$ cat src/rtl/uart_row_loader.sv
`timescale 1ns/1ps
// -----------------------------------------------------------------------------
// uart_row_loader
//
// Sits between the UART receiver and the VGA frame buffer. The module parses
// row packets sent by the host, writes the pixel bytes into the frame buffer,
// and asks the UART transmitter to send a one-byte answer for each packet.
//
// Packet layout: Y[15:8], Y[7:0], BYTE_SIZE_ROW pixel bytes, STOP_BYTE.
// Answer byte:   SUCCESSFULLY_RECEIVED for a complete, valid packet;
//                NOT_ALL_RECEIVED for a bad stop byte, out-of-range row or
//                an inter-byte gap longer than TIMEOUT_CYCLES.
//
// Ports:
//   clk       system clock
//   rst       synchronous reset, active-high
//   rx_data   received byte, valid while rx_done is high
//   rx_done   one-cycle receive strobe
//   tx_start  one-cycle start strobe to the transmitter
//   tx_data   answer byte, stable from tx_start until the next answer
//   tx_busy   transmitter busy
//   wr_en     frame-buffer write strobe
//   wr_row    row index of the write
//   wr_col    byte column of the write
//   wr_data   pixel byte
//   row_done  one-cycle pulse when a good packet completes
//   pkt_err   one-cycle pulse when a packet is rejected
//
// All outputs are registered.
// -----------------------------------------------------------------------------
module uart_row_loader #(
  parameter int          BYTE_SIZE_ROW         = 240,
  parameter int          BYTE_SIZE_Y           = 2,
  parameter logic [7:0]  STOP_BYTE             = 8'hDD,
  parameter logic [7:0]  SUCCESSFULLY_RECEIVED = 8'hFF,
  parameter logic [7:0]  NOT_ALL_RECEIVED      = 8'h11,
  parameter int          Height                = 480,
  parameter int          TIMEOUT_CYCLES        = 100_000
) (
  input  logic       clk,
  input  logic       rst,
  input  logic [7:0] rx_data,
  input  logic       rx_done,
  output logic       tx_start,
  output logic [7:0] tx_data,
  input  logic       tx_busy,
  output logic       wr_en,
  output logic [8:0] wr_row,
  output logic [7:0] wr_col,
  output logic [7:0] wr_data,
  output logic       row_done,
  output logic       pkt_err
);

  localparam int Y_W   = 8 * BYTE_SIZE_Y;
  localparam int TMO_W = (TIMEOUT_CYCLES > 1) ? $clog2(TIMEOUT_CYCLES) : 1;

  localparam logic [TMO_W-1:0] TMO_LAST = TMO_W'(TIMEOUT_CYCLES - 1);
  localparam logic [7:0]       COL_LAST = 8'(BYTE_SIZE_ROW - 1);
  localparam logic [Y_W-1:0]   Y_LIMIT  = Y_W'(Height);

  typedef enum logic [2:0] {
    S_IDLE,
    S_Y_LO,
    S_ROW,
    S_STOP,
    S_ANSWER
  } state_t;

  state_t           state_reg,    state_next;
  logic [Y_W-1:0]   y_reg,        y_next;
  logic [7:0]       col_reg,      col_next;
  logic [TMO_W-1:0] tmo_reg,      tmo_next;
  logic             bad_reg,      bad_next;
  logic [7:0]       answer_reg,   answer_next;

  logic             tx_start_reg, tx_start_next;
  logic [7:0]       tx_data_reg,  tx_data_next;
  logic             wr_en_reg,    wr_en_next;
  logic [8:0]       wr_row_reg,   wr_row_next;
  logic [7:0]       wr_col_reg,   wr_col_next;
  logic [7:0]       wr_data_reg,  wr_data_next;
  logic             row_done_reg, row_done_next;
  logic             pkt_err_reg,  pkt_err_next;

  // Full row index as it will be once the low byte currently on rx_data is
  // latched; the range check needs every bit, not only the 9 used for wr_row.
  logic [Y_W-1:0]   y_full;
  assign y_full = {y_reg[Y_W-1:8], rx_data};

  always_ff @(posedge clk) begin
    if (rst) begin
      state_reg    <= S_IDLE;
      y_reg        <= '0;
      col_reg      <= '0;
      tmo_reg      <= '0;
      bad_reg      <= 1'b0;
      answer_reg   <= '0;
      tx_start_reg <= 1'b0;
      tx_data_reg  <= '0;
      wr_en_reg    <= 1'b0;
      wr_row_reg   <= '0;
      wr_col_reg   <= '0;
      wr_data_reg  <= '0;
      row_done_reg <= 1'b0;
      pkt_err_reg  <= 1'b0;
    end else begin
      state_reg    <= state_next;
      y_reg        <= y_next;
      col_reg      <= col_next;
      tmo_reg      <= tmo_next;
      bad_reg      <= bad_next;
      answer_reg   <= answer_next;
      tx_start_reg <= tx_start_next;
      tx_data_reg  <= tx_data_next;
      wr_en_reg    <= wr_en_next;
      wr_row_reg   <= wr_row_next;
      wr_col_reg   <= wr_col_next;
      wr_data_reg  <= wr_data_next;
      row_done_reg <= row_done_next;
      pkt_err_reg  <= pkt_err_next;
    end
  end

  always_comb begin
    state_next    = state_reg;
    y_next        = y_reg;
    col_next      = col_reg;
    tmo_next      = tmo_reg;
    bad_next      = bad_reg;
    answer_next   = answer_reg;
    tx_start_next = 1'b0;
    tx_data_next  = tx_data_reg;
    wr_en_next    = 1'b0;
    wr_row_next   = wr_row_reg;
    wr_col_next   = wr_col_reg;
    wr_data_next  = wr_data_reg;
    row_done_next = 1'b0;
    pkt_err_next  = 1'b0;

    case (state_reg)
      S_IDLE: begin
        tmo_next = '0;
        if (rx_done) begin
          y_next[Y_W-1 -: 8] = rx_data;
          col_next           = '0;
          state_next         = S_Y_LO;
        end
      end

      S_Y_LO, S_ROW, S_STOP: begin
        if (rx_done) begin
          // A byte always beats a coincident timeout.
          tmo_next = '0;
          case (state_reg)
            S_Y_LO: begin
              y_next[7:0] = rx_data;
              bad_next    = (y_full >= Y_LIMIT);
              state_next  = S_ROW;
            end
            S_ROW: begin
              if (!bad_reg) begin
                wr_en_next   = 1'b1;
                wr_row_next  = y_reg[8:0];
                wr_col_next  = col_reg;
                wr_data_next = rx_data;
              end
              col_next = col_reg + 8'd1;
              if (col_reg == COL_LAST) begin
                state_next = S_STOP;
              end
            end
            default: begin
              if (rx_data == STOP_BYTE && !bad_reg) begin
                answer_next   = SUCCESSFULLY_RECEIVED;
                row_done_next = 1'b1;
              end else begin
                answer_next  = NOT_ALL_RECEIVED;
                pkt_err_next = 1'b1;
              end
              state_next = S_ANSWER;
            end
          endcase
        end else if (tmo_reg == TMO_LAST) begin
          // Host went silent mid-packet; rows already written stay written.
          tmo_next     = '0;
          answer_next  = NOT_ALL_RECEIVED;
          pkt_err_next = 1'b1;
          state_next   = S_ANSWER;
        end else begin
          tmo_next = tmo_reg + 1'b1;
        end
      end

      S_ANSWER: begin
        // Bytes arriving here are dropped on purpose: the host must wait
        // for the answer before sending the next row.
        tmo_next = '0;
        if (!tx_busy) begin
          tx_start_next = 1'b1;
          tx_data_next  = answer_reg;
          state_next    = S_IDLE;
        end
      end

      default: begin
        state_next = S_IDLE;
      end
    endcase
  end

  assign tx_start = tx_start_reg;
  assign tx_data  = tx_data_reg;
  assign wr_en    = wr_en_reg;
  assign wr_row   = wr_row_reg;
  assign wr_col   = wr_col_reg;
  assign wr_data  = wr_data_reg;
  assign row_done = row_done_reg;
  assign pkt_err  = pkt_err_reg;

endmodule

$ cat config.mk
export PLATFORM = sky130hd
export DESIGN_NAME = uart_row_loader
export DESIGN_NICKNAME = d
export VERILOG_FILES = /design/src/rtl/uart_row_loader.sv
export SDC_FILE = /design/constraint.sdc
export NUM_CORES = 1
export LEC_CHECK = 0
export ABC_AREA = 0
export BUFFER_PORTS_ARGS = -buffer_cell sky130_fd_sc_hd__buf_2
export CAP_MARGIN = 20
export CORE_ASPECT_RATIO = 0.8
export CORE_UTILIZATION = 40
export CTS_CLUSTER_SIZE = 20
export DETAILED_ROUTE_END_ITERATION = 8
export SLEW_MARGIN = 15
export SYNTH_ARGS = -nofsm -noshare
export SYNTH_HDL_FRONTEND = slang
export SYNTH_SLANG_ARGS = --single-unit
$ cat constraint.sdc
create_clock -name clk -period 2.5 [get_ports clk]
set_input_delay 0.5 -clock clk [delete_from_list [all_inputs] [get_ports clk]]
set_output_delay 0.5 -clock clk [all_outputs]
set_load 0.005 [all_outputs]
# After elaboration in Yosys (flattened, before gate mapping)
# Cells that the tools add are included.
dict set report op_classes {
  n_addsub 2
  muxes 25
  eq_ne 14
  order_cmp 1
  bitwise_logic 6
  reduce_logical 20
}
# op n
set op_table {}
lappend op_table {{8-bit 2-to-1 mux} 7}
lappend op_table {{17-bit 2-to-1 mux} 2}
lappend op_table {{17-bit case mux with 2 select lines} 1}
lappend op_table {{17-bit by 1-bit adder with 17-bit output (second input constant)} 1}
lappend op_table {{17-bit == test (second input constant)} 1}
lappend op_table {{8-bit == test (second input constant)} 2}
lappend op_table {{16-bit by 9-bit >= comparator with 1-bit output (second input constant)} 1}
lappend op_table {{8-bit case mux with 2 select lines} 1}
lappend op_table {{3-bit 2-to-1 mux} 5}
lappend op_table {{4-bit AND reduction} 3}
lappend op_table {{2-bit inequality test (second input constant)} 5}
lappend op_table {{3-bit case mux with 3 select lines} 1}
lappend op_table {{8-bit by 1-bit adder with 8-bit output (second input constant)} 1}
lappend op_table {{2-bit OR reduction} 4}
lappend op_table {{1-bit 2-to-1 mux} 7}
lappend op_table {{3-bit by 2-bit == test with 1-bit output (second input constant)} 2}
lappend op_table {{1-bit NOT} 6}
lappend op_table {{3-bit case mux with 2 select lines} 1}
lappend op_table {{3-bit AND reduction} 2}
lappend op_table {{2-bit nonzero test} 3}
lappend op_table {{5-bit OR reduction} 1}
lappend op_table {{4-bit inequality test (second input constant)} 1}
lappend op_table {{2-bit AND reduction} 2}
lappend op_table {{4-bit OR reduction} 1}
lappend op_table {{7 further kinds} 7}
dict set report word_totals {
  ff_bits 90
  wordCells 83
}

# Depth between registers and ports, before layout
dict set report logic_depth {
  depth_word 5
  mapped_depth 7
  mapped_depth_nobuf 6
}

# Worst setup path before layout
# No wires, ideal clock.
dict set report synth_timing {
  path_kind {reg-to-reg}
  start {reg tmo_reg[5]}
  end {reg tmo_reg[7]}
  synth_period_minus_slack_ps 2172
  path_slack_ps 328
  t_arrival_ps 2050
  setup_time_ps 122
  path_stages_with_launch 6
  path_cell_list {dfxtp_1 -> or4b_1 -> or4_4 -> o31a_4 -> and3_1 -> a311o_1}
}
dict set report synth_via {
  elab_chain_cells 4
  elab_cells_between_ends 5
}
# item line
set synth_lines {}
lappend synth_lines {{start: declaration} 73} ;# logic [TMO_W-1:0] tmo_reg, tmo_next;
lappend synth_lines {{start signal: assignment} 111} ;# tmo_reg <= tmo_next;
lappend synth_lines {{17-bit by 1-bit adder with 17-bit output or 17-bit == test (tied branches)} {191, 184}}
lappend synth_lines {{17-bit 2-to-1 mux (*)} 184} ;# end else if (tmo_reg == TMO_LAST) begin
lappend synth_lines {{17-bit 2-to-1 mux (*)} 152} ;# if (rx_done) begin
lappend synth_lines {{17-bit case mux with 2 select lines (*)} 141} ;# case (state_reg)
# Every way passes the cells marked *; elsewhere a longest branch is shown, timed or not.
# A chain may end at the register's enable or synchronous reset.

# Final worst setup path
# Ends and elaborated chain as after synthesis.

==> results.py <==
metrics = {
    "worst_setup_path": {
        "crit_arrival_ns": 2.54,
        "cp-end-kind": "register",
        "worst_setup_path_start_kind": "register",
        "critPathKind": "register to register",
        "worstPathRequired_ns": 2.74,
        "worst-path-max-fanout": 8,
    },
    "sta": {
        "setup-tns-final_ns": 0,
        "report.final.slew_viol_count": 0,
        "min_period_over_period_pct": 91.9,
        "relSlewSlack_pct": 58.6,
        "rsz0062_at_grt": "false",
        "period_minus_slack_ns": 2.30,
        "hold_slack_ns": 0.380,
        "max_freq_mhz": 435,
        "finalSetupViolCount": 0,
        "tightest_slew_ns": 0.621,
        "hold_viol": 0,
        "fin_ws_ns": 0.204,
        "finClkSkew_ns": 0.00776,
    },
    "floorplanning": {
        "die-width_microns": 103,
        "ios": 49,
        "die_h_microns": 82.7,
        "core_sq_um": 7910,
        "die_area_sq_um": 8520,
        "start_util_pct": 41.2,
        "row_count": 29,
    },
    "global_route": {
        "grt_pass1_vias": 2364,
        "grt_max_degree": 51,
        "antenna_found_initial": 0,
        "met1_usage_pct": 25.7,
        "grt.met2_usage_pct": 24.3,
        "grt_overflow": 0,
        "grt_pass1_wl_microns": 11500,
        "use_met3_pct": 4.55,
        "busiest_layer": "met1",
        "grt_usage_pct": 17.6,
    },
    "synthesis": {
        "avgSynthCellArea_sq_um": 8.11,
        "synth_edf_count": 0,
        "syn_area_sq_um": 3260,
        "yosysTopAreaCellShare_pct": 47.9,
        "synthCells": 402,
        "synth_cell_types": 43,
        "yosysSeqAreaShare_pct": 47.9,
        "synth_top_area_cell": "dfxtp_1",
        "ys_top_cells_by_area": "dfxtp_1 (48%), nand2_1 (11%), a21oi_1 (7.4%)",
        "ys_ff_latch": 78,
        "yosys_most_used_dff": "dfxtp_1",
        "yosys_warnings": 0,
        "synthArstFlopShare_pct": 0,
        "synth.net_count": 416,
    },
    "power": {
        "p_sw_mw": 0.677,
        "p_clk_share_pct": 37.5,
        "seqPwrFrac_pct": 52.1,
        "power.internal_mw": 1.85,
        "swShare_pct": 26.8,
        "power_frac_comb_pct": 10.5,
        "powerDensity_nw_per_um2": 667,
        "ir_worst_vdd_uv": 413,
        "p_leak_nw": 1.39,
    },
    "layout": {
        "final_common_cell": "nand2_1",
        "areaGrowthSynthToFinish_pct": 16.2,
        "diodes": 0,
        "final_area_sq_um": 3790,
        "largest_register_ff_count": 17,
        "final_nets": 458,
        "final_cells": 557,
        "drive_gt1_share_pct": 18.0,
        "fillers": 827,
        "mostFrequentLayoutCells": "nand2_1 (98), dfxtp_1 (78), a21oi_1 (48), buf_2 (48), nor2_1 (30)",
    },
    "detailed_routing": {
        "ant_nets": 0,
        "routed-via-count": 2853,
        "drc_errors": 0,
        "wl_per_cell_microns": 12.8,
        "drtIter0Drc": 154,
        "routed_wl_microns": 7110,
        "vias_per_cell": 5.12,
        "first_pass_iters": 6,
    },
    "place": {
        "dp_hpwl_microns": 4840,
        "numPlacedInstances": 541,
        "io_buffers": 48,
        "pre_cts_slack_ns": 0.231,
        "place.gp.congestion": 0.821,
        "post_dp_cell_area_sq_um": 3590,
    },
    "clock_tree": {
        "clockBufferDepth": 2,
        "clock_latency_ns": 0.35,
        "cts_root_buffer": "clkbuf_8",
        "cts_resized": 0,
        "cts_setup_buffers": 0,
        "cts.clk_slew.worst_paths_ns": 0.08,
        "cts_sinks": 78,
        "cts_hold_buf": 0,
        "cts_buffers": 9,
        "htreeDepth": 3,
        "cts_tree": "done",
    },
    "min_path": {
        "hold_path_class": "primary input to register",
    },
    "status": {
        "status": "finished, final reports clean",
    },
    "run": {
        "drv_cap": 0,
    },
}
==> critical path, cell delays in order (launching register included) <==
cell,delay [ns]
dfxtp_1,0.36
or4b_1,0.55
or4_4,0.53
o31a_4,0.35
and3_1,0.16
a311o_1,0.25
==> final timing paths <==
kind         startpoint    endpoint  slack, ns  cells past startpoint
max          tmo_reg[5]  tmo_reg[7]       0.20                      5
min             tx_busy    tx_start       0.38                      2
max reg2reg  tmo_reg[5]  tmo_reg[7]       0.20                      5
min reg2reg    y_reg[3]   wr_row[3]       0.45                      2
==> routing by layer <==
metal / part of all wire, % / vias up
met3: 3.7 / 10
met2: 42 / 48
li1: - / 1460
met4: 1.1 / 0
met5: 0 / -
met1: 53 / 1335
==> power by group through the flow <==
stage | clock, mW | combinational (mW) | sequential, mW
after floorplan | 0 | 0.187 | 1.33
after global placement | 0 | 0.261 | 1.34
after detailed placement | 0 | 0.265 | 1.34
after CTS | 0.974 | 0.265 | 1.32
after global routing | 1.02 | 0.297 | 1.32
final | 0.947 | 0.264 | 1.32
==> stage by stage <==
step                utilization [%]  power [mW]
floorplan                         -        1.52
CTS                            47.9        2.55
global placement               45.4        1.61
global route                   47.9        2.64
detailed placement             45.4        1.61
finish                         47.9        2.53
==> cells by family after synthesis <==
family	count (synthesis)	synth area share, %
AND/OR/NAND/NOR	192	27.0
flip-flops	78	47.9
AO/OA/AOI/OAI	75	13.6
buffers and inverters	33	4.49
XOR/XNOR	12	3.22
multiplexers	10	3.07
adder cells (fa/ha/maj)	2	0.768
==> cell type report <==
cell class / count / area (sq um) / share of cell area [%]
Sequential cell: 78 / 1560 / 41.2
Multi-Input combinational cell: 291 / 1560 / 41.1
Timing Repair Buffer: 58 / 315 / 8.32
Tap cell: 108 / 135 / 3.57
Clock buffer: 10 / 128 / 3.37
Clock inverter: 6 / 70.1 / 1.85
Inverter: 6 / 22.5 / 0.594
==> synth_stat cells, drive strengths merged, types with 2 or more instances <==
cell    number
nand2       98
dfxtp       78
a21oi       48
nor2        30
clkbuf      21
nand3       17
nor3        12
mux2i       10
o21ai       10
xor2         9
buf          6
inv          6
or4          6
nand4        5
or3          5
a31oi        4
and3         4
nor4         4
xnor2        3
ha           2
nor4b        2
o21a         2
o31a         2
o31ai        2
or4b         2
Note: power is estimated with default switching activity, not from simulation.
